### src/rtl/vseq_pkg.sv
// Shared definitions for the vector sequencer: vector opcode, element
// function encodings and the sequencer state type.
package vseq_pkg;

    localparam logic [6:0] OP_VECTOR = 7'b1010111;

    localparam logic [1:0] VF_ADD = 2'b00;
    localparam logic [1:0] VF_SUB = 2'b01;
    localparam logic [1:0] VF_AND = 2'b10;
    localparam logic [1:0] VF_OR  = 2'b11;

    typedef enum logic [1:0] {
        IDLE  = 2'b00,
        ISSUE = 2'b01,
        DONE  = 2'b10
    } state_t;

endpackage

### src/rtl/vector_sequencer.sv
// EX-stage sequencer that streams packed vector elements through a shared
// element ALU and assembles the results. VSEQ_MASK_EN adds per-element masking.
module vector_sequencer
    import vseq_pkg::*;
#(
    parameter int XLEN = 32,
    parameter int ELEN = 8
) (
    input  logic                   clk_i,
    input  logic                   rst_i,
    input  logic                   Valid_i,
    input  logic [6:0]             Op_i,
    input  logic [1:0]             VecFunc_i,
    input  logic [XLEN-1:0]        VecA_i,
    input  logic [XLEN-1:0]        VecB_i,
    input  logic                   Flush_i,
`ifdef VSEQ_MASK_EN
    input  logic [XLEN/ELEN-1:0]   Mask_i,
`endif
    output logic                   ElemReq_o,
    input  logic                   ElemGnt_i,
    output logic [ELEN-1:0]        ElemOpA_o,
    output logic [ELEN-1:0]        ElemOpB_o,
    output logic [1:0]             ElemFunc_o,
    input  logic [ELEN-1:0]        ElemRes_i,
    output logic                   Stall_o,
    output logic                   Busy_o,
    output logic                   Done_o,
    output logic [XLEN-1:0]        Result_o
);

    localparam int NE   = XLEN / ELEN;
    localparam int IDXW = $clog2(NE);
    localparam logic [IDXW-1:0] IDX_LAST = IDXW'(NE - 1);

    state_t            state;
    state_t            next_state;
    logic [IDXW-1:0]   idx;
    logic [XLEN-1:0]   acc;
    logic [XLEN-1:0]   op_a;
    logic [XLEN-1:0]   op_b;
    logic [1:0]        func;
    logic              start;
    logic              elem_req;
    logic              advance;
    logic [ELEN-1:0]   elem_data;
`ifdef VSEQ_MASK_EN
    logic [NE-1:0]     mask;
`endif

    // A masked-off element advances on its own and contributes zero;
    // an enabled element advances only when the ALU grants it.
    always_comb begin
        next_state = state;
        elem_req   = 1'b0;
        advance    = 1'b0;
        elem_data  = ElemRes_i;
        start      = (state == IDLE) && Valid_i && (Op_i == OP_VECTOR) && !Flush_i;

        case (state)
            IDLE: begin
                if (start) begin
                    next_state = ISSUE;
                end
            end
            ISSUE: begin
                elem_req = 1'b1;
`ifdef VSEQ_MASK_EN
                if (!mask[idx]) begin
                    elem_req = 1'b0;
                end
`endif
                advance   = elem_req ? ElemGnt_i : 1'b1;
                elem_data = elem_req ? ElemRes_i : '0;
                if (Flush_i) begin
                    next_state = IDLE;
                end else if (advance && (idx == IDX_LAST)) begin
                    next_state = DONE;
                end
            end
            DONE: begin
                next_state = IDLE;
            end
            default: begin
                next_state = IDLE;
            end
        endcase
    end

    always_ff @(posedge clk_i or posedge rst_i) begin
        if (rst_i) begin
            state <= IDLE;
            idx   <= '0;
            acc   <= '0;
            op_a  <= '0;
            op_b  <= '0;
            func  <= '0;
`ifdef VSEQ_MASK_EN
            mask  <= '0;
`endif
        end else begin
            state <= next_state;
            if (start) begin
                op_a <= VecA_i;
                op_b <= VecB_i;
                func <= VecFunc_i;
`ifdef VSEQ_MASK_EN
                mask <= Mask_i;
`endif
                idx  <= '0;
                acc  <= '0;
            end else if ((state == ISSUE) && advance && !Flush_i) begin
                // Flush wins over a coincident grant, so the element is dropped
                acc[idx*ELEN +: ELEN] <= elem_data;
                idx <= (idx == IDX_LAST) ? '0 : idx + 1'b1;
            end
        end
    end

    assign ElemReq_o  = elem_req;
    assign ElemOpA_o  = op_a[idx*ELEN +: ELEN];
    assign ElemOpB_o  = op_b[idx*ELEN +: ELEN];
    assign ElemFunc_o = func;
    assign Stall_o    = start || (state == ISSUE);
    assign Busy_o     = (state != IDLE);
    assign Done_o     = (state == DONE) && !Flush_i;
    assign Result_o   = acc;

endmodule
### config.mk
export PLATFORM = sky130hd
export DESIGN_NAME = vector_sequencer
export DESIGN_NICKNAME = d
export VERILOG_FILES = /design/src/rtl/vseq_pkg.sv /design/src/rtl/vector_sequencer.sv
export SDC_FILE = /design/constraint.sdc
export NUM_CORES = 1
export LEC_CHECK = 0
export CAP_MARGIN = 20
export CORE_ASPECT_RATIO = 1.5
export CORE_MARGIN = 5
export CORE_UTILIZATION = 51
export CTS_CLUSTER_SIZE = 14
export DETAILED_ROUTE_END_ITERATION = 16
export PLACE_DENSITY = 0.85
export SYNTH_ARGS = -nofsm -noshare
export SYNTH_HDL_FRONTEND = slang
export SYNTH_SLANG_ARGS = --single-unit
### constraint.sdc
create_clock -name clk_i -period 7.7 [get_ports clk_i]
set_input_delay 2.31 -clock clk_i [delete_from_list [all_inputs] [get_ports clk_i]]
set_output_delay 2.31 -clock clk_i [all_outputs]
set_load 0.02 [all_outputs]
# Word level (Yosys, flattened, before mapping)
# Index checks and enable logic that the tools add are counted.
[word_totals]
ff_bits = 102
latch_bits = 0
mem_bits_rw = 0
mem_bits_ro = 0
output_inout_bits = 54
wordCells = 43
n_memories = 0
[op_classes]
add_sub_neg = 2
multipliers = 0
div_mod_pow = 0
n_lt_le_gt_ge = 0
n_eq_ne = 6
shift = 4
mux = 12
bitwise_logic = 0
reduce_logical = 13
[ops]
columns = ["cell", "n"]
rows = [
  ["$mux W32", 2],
  ["$shiftx A32 B6 Y8", 2],
  ["$neg A5 Y34", 1],
  ["$shift A8 B34 Y32 const A", 1],
  ["$shiftx A8 B34 Y32", 1],
  ["$bwmux W32", 1],
  ["$mux W2", 6],
  ["$eq A7 B7 Y1 const B", 1],
  ["$logic_and A1 B1 Y1", 7],
  ["$eq A2 B2 Y1 const B", 2],
  ["$pmux W2 S2", 1],
  ["$reduce_bool A2 Y1", 2],
  ["$ne A3 B3 Y1 const B", 1],
  ["$add A2 B1 Y2 const B", 1],
  ["$eq A2 B1 Y1 const B", 1],
  ["$logic_not A2 Y1", 1],
  ["$mux W1", 2],
  ["$ne A2 B2 Y1 const B", 1],
  ["$reduce_and A2 Y1", 1],
  ["$logic_not A1 Y1", 1],
  ["$logic_or A1 B1 Y1", 1],
]

# Logic depth before layout (Yosys ltp)
[depth]
ltp_word = 6
mapped_depth = 8
depth_no_buf = 5

# Worst setup path before layout
# OpenSTA, ideal clock, no wires.
[synth_timing]
kind = "input to output"
startpoint = "input Flush_i"
endpoint = "output Stall_o"
arrival_time_ns = 3.611
required_time_ns = 5.390
setup_slack_ns = 1.779
cell_stages = 4
path_cell_list = "or4b_1 > nor4_2 > buf_2 > or2_2"
[synth_via]
elab_chain_len = 3
[synth_rtl]
columns = ["element", "line_no", "source"]
rows = [
  ["start, declared", "vector_sequencer.sv:16", "input logic Flush_i,"],
  ["$logic_not A1 Y1", "vector_sequencer.sv:58", "start = (state == IDLE) && Valid_i && (Op_i == OP_VECTOR) && !Flush_i;"],
  ["$logic_and A1 B1 Y1", "vector_sequencer.sv:58", ""],
  ["$logic_or A1 B1 Y1", "vector_sequencer.sv:124", "assign Stall_o = start || (state == ISSUE);"],
  ["end, declared", "vector_sequencer.sv:26", "output logic Stall_o,"],
]
# No other way between the ends.

# Worst setup path after layout
# Ends and elaborated chain as after synthesis.

==> results.py <==
metrics = {
    "critical_path": {
        "endpoint_kind": "output port",
        "start_kind": "input pin",
        "reg2reg_slack_ns": 5.05,
        "cp.arrival_ns": 4.45,
        "cp_data_required_time_ns": 5.39,
        "worstSetupPathType": "in2out",
        "path_max_fanout": 5,
    },
    "floorplanning": {
        "dieArea_um2": 11300,
        "core.rowCount": 43,
        "initial_core_util_pct": 51.7,
        "io_pins": 140,
        "fp.coreArea_um2": 9150,
        "die_h_um": 128,
        "die_w_um": 88.7,
    },
    "power": {
        "pwr-share-clk_pct": 43.6,
        "p_sw_mw": 0.262,
        "power_frac_seq_pct": 46.1,
        "p_leak_nw": 3.00,
        "irDropWorstVdd_mv": 0.123,
        "total_power_mw": 1.22,
        "combPwrFrac_pct": 10.3,
        "internal-power_mw": 0.961,
        "power_density_nw_per_um2": 187,
        "sw_frac_of_total_pct": 21.4,
    },
    "sta": {
        "min_period_over_period_pct": 87.8,
        "setup_slack_ns": 0.936,
        "finalClockSkew_ns": 0.00953,
        "fin_crit_ns": 6.76,
        "hold_viol": 0,
        "clock.fmax_mhz": 148,
        "setup_viol": 0,
        "tns_ns": 0,
        "hold_ws_ns": 0.509,
        "timing.final.max_slew_violations": 0,
        "relSlewSlack_pct": 27.2,
        "max_slew.worst_pin.slew_ns": 1.09,
        "rsz0062_at_grt": "no",
    },
    "detailed_routing": {
        "wl_per_cell_um": 20.7,
        "postRouteAntennaNets": 0,
        "drcViolationCount": 0,
        "viasPerCell": 5.73,
        "routed_wl_um": 11900,
        "num_vias": 3290,
        "firstDrtPassIters": 4,
        "drt_iter0_drc": 134,
    },
    "clock_tree": {
        "clk_path_buf_depth": 2,
        "cts_hold_buf": 0,
        "cts_sinks": 102,
        "cts-root-buf": "clkbuf_16",
        "post_cts_resized": 0,
        "postCtsSetupBuffers": 0,
        "path_clk_slew_ns": 0.07,
        "cts_max_level": 3,
        "cts_tree": "built",
        "clk-insertion-delay-late_ns": 0.35,
        "cts_buffers": 9,
    },
    "grt": {
        "grt_first_pass_wirelength_um": 19000,
        "grt_overflow": 0,
        "grt_pass1_vias": 3695,
        "antenna_found_initial": 0,
        "track_usage_pct": 21.8,
        "grt_start_max_net_pins": 63,
    },
    "finish": {
        "diodes": 0,
        "fin_area_um2": 6530,
        "drive_gt1_share_pct": 23.6,
        "final_nets": 548,
        "final_cells": 574,
        "fillers": 635,
        "finish.utilization_pct": 71.3,
        "area_delta_synth_final_pct": 37.9,
    },
    "logic_synthesis": {
        "syn_nets": 420,
        "yosysWarningCount": 0,
        "synthTopCellsByArea": "dfrtp_1 54%, mux2_4 16%, mux4_2 7.6%, mux2_2 3.6%, nand4_1 3.2%",
        "netlist_area_um2": 4730,
        "synth_top_area_share_pct": 53.9,
        "syn_avg_cell_area_um2": 14.4,
        "synth_area_leader_cell": "dfrtp_1",
        "ys_seq_elements": 102,
        "ys_seq_area_share_pct": 53.9,
        "ys_types": 28,
        "syn_inst": 329,
    },
    "flow_run": {
        "drv_cap": 0,
    },
    "placement": {
        "gp_congestion": 0.829,
        "post-dp-hpwl_um": 8320,
        "io_buffers": 139,
        "place_area_um2": 6170,
        "place_inst": 557,
        "post-place-ws_ns": 0.915,
    },
    "min_path": {
        "hold_path.class": "reg2reg",
    },
    "status": {
        "status": "complete, no violations",
    },
}
==> logic make-up (layout without fill, tap and decap cells) <==
group,count (synthesis),after routing,share of synthesized area [%]
buffers and inverters,33,166,3.81
adder cells (fa/ha/maj),5,5,1.32
flip-flops,102,102,53.9
AO/OA/AOI/OAI,59,59,7.09
multiplexers,82,82,27.4
AND/OR/NAND/NOR,48,48,6.48
==> final cells by class <==
type	count	area, um2	area share, %
sequential	102	2550	39.1
multi-input combinational	194	2030	31.1
timing repair buffer	144	1430	21.9
clock buffer	10	239	3.66
tap	112	140	2.15
clock inverter	6	115	1.76
inverter	6	25.0	0.384
==> power by group through the flow <==
stage               Combinational [mW]  Clock [mW]  Sequential (mW)
floorplan                       0.0550           0            0.572
global placement                 0.124           0            0.572
detailed placement               0.127           0            0.574
CTS                              0.128       0.542            0.564
global route                     0.135       0.563            0.566
finish                           0.126       0.533            0.564
==> cell usage after synthesis <==
cell type / number
nor4bb_1: 2
and3b_1: 1
dfrtp_1: 102
buf_2: 3
nand4b_1: 1
nor2_1: 3
mux2_4: 51
or2_2: 2
mux4_2: 16
nand4_1: 24
mux2_2: 15
o21ai_0: 24
nor3b_1: 1
clkbuf_1: 11
or4_1: 1
ha_1: 5
nand4bb_1: 1
and4_1: 1
or4b_1: 1
inv_1: 6
nor2b_1: 1
a32o_1: 8
buf_6: 7
nand2_1: 7
nor4_2: 1
a21oi_1: 27
nand3_1: 1
buf_1: 6
==> worst max-delay path, cell delays in order <==
cell and delay, ns:
clkdlybuf4s50_1 0.50, or4b_1 0.63, nor4_4 0.26, or2_2 0.16
clkdlybuf4s50_1 0.59
==> cells in the final DEF, fill, tap and decap left out, types with 2 or more instances in the layout <==
cell type | netlist | layout
clkdlybuf4s50_1 | 0 | 139
dfrtp_1 | 102 | 102
mux2_4 | 51 | 51
a21oi_1 | 27 | 27
o21ai_0 | 24 | 24
nand4_1 | 24 | 24
mux4_2 | 16 | 16
mux2_2 | 15 | 15
clkbuf_16 | 0 | 9
a32o_1 | 8 | 8
nand2_1 | 7 | 7
inv_1 | 6 | 5
ha_1 | 5 | 5
buf_4 | 0 | 4
nor2_1 | 3 | 3
bufinv_16 | 0 | 3
or2_2 | 2 | 2
inv_6 | 0 | 2
==> layer usage <==
| metal | vias up | GRT usage (%) | part of all wire, % |
|---|---|---|---|
| li1 | 1483 | - | - |
| met1 | 1666 | 26.8 | 38 |
| met2 | 123 | 36.6 | 52 |
| met3 | 18 | 6.62 | 7.7 |
| met4 | 0 | 6.85 | 1.9 |
| met5 | - | 0 | 0 |
==> sequential cells by signal (all words and copies together), names as in the netlist <==
signal	flops
op_b	32
op_a	32
ElemFunc_o	2
state	2
idx	2
Result_o	32
==> final timing paths <==
check | from | to | cells after the start
worst max-delay path | Flush_i | Stall_o | 5
worst min-delay path | op_a[26] | op_a[26] | 1
worst max register to register | idx[1] | Result_o[27] | 6
worst min register to register | op_a[26] | op_a[26] | 1
max in group asynchronous | rst_i | op_a[31] | 3
min in group asynchronous | rst_i | ElemFunc_o[1] | 2
No activity file was read; power rests on OpenSTA's default activity.
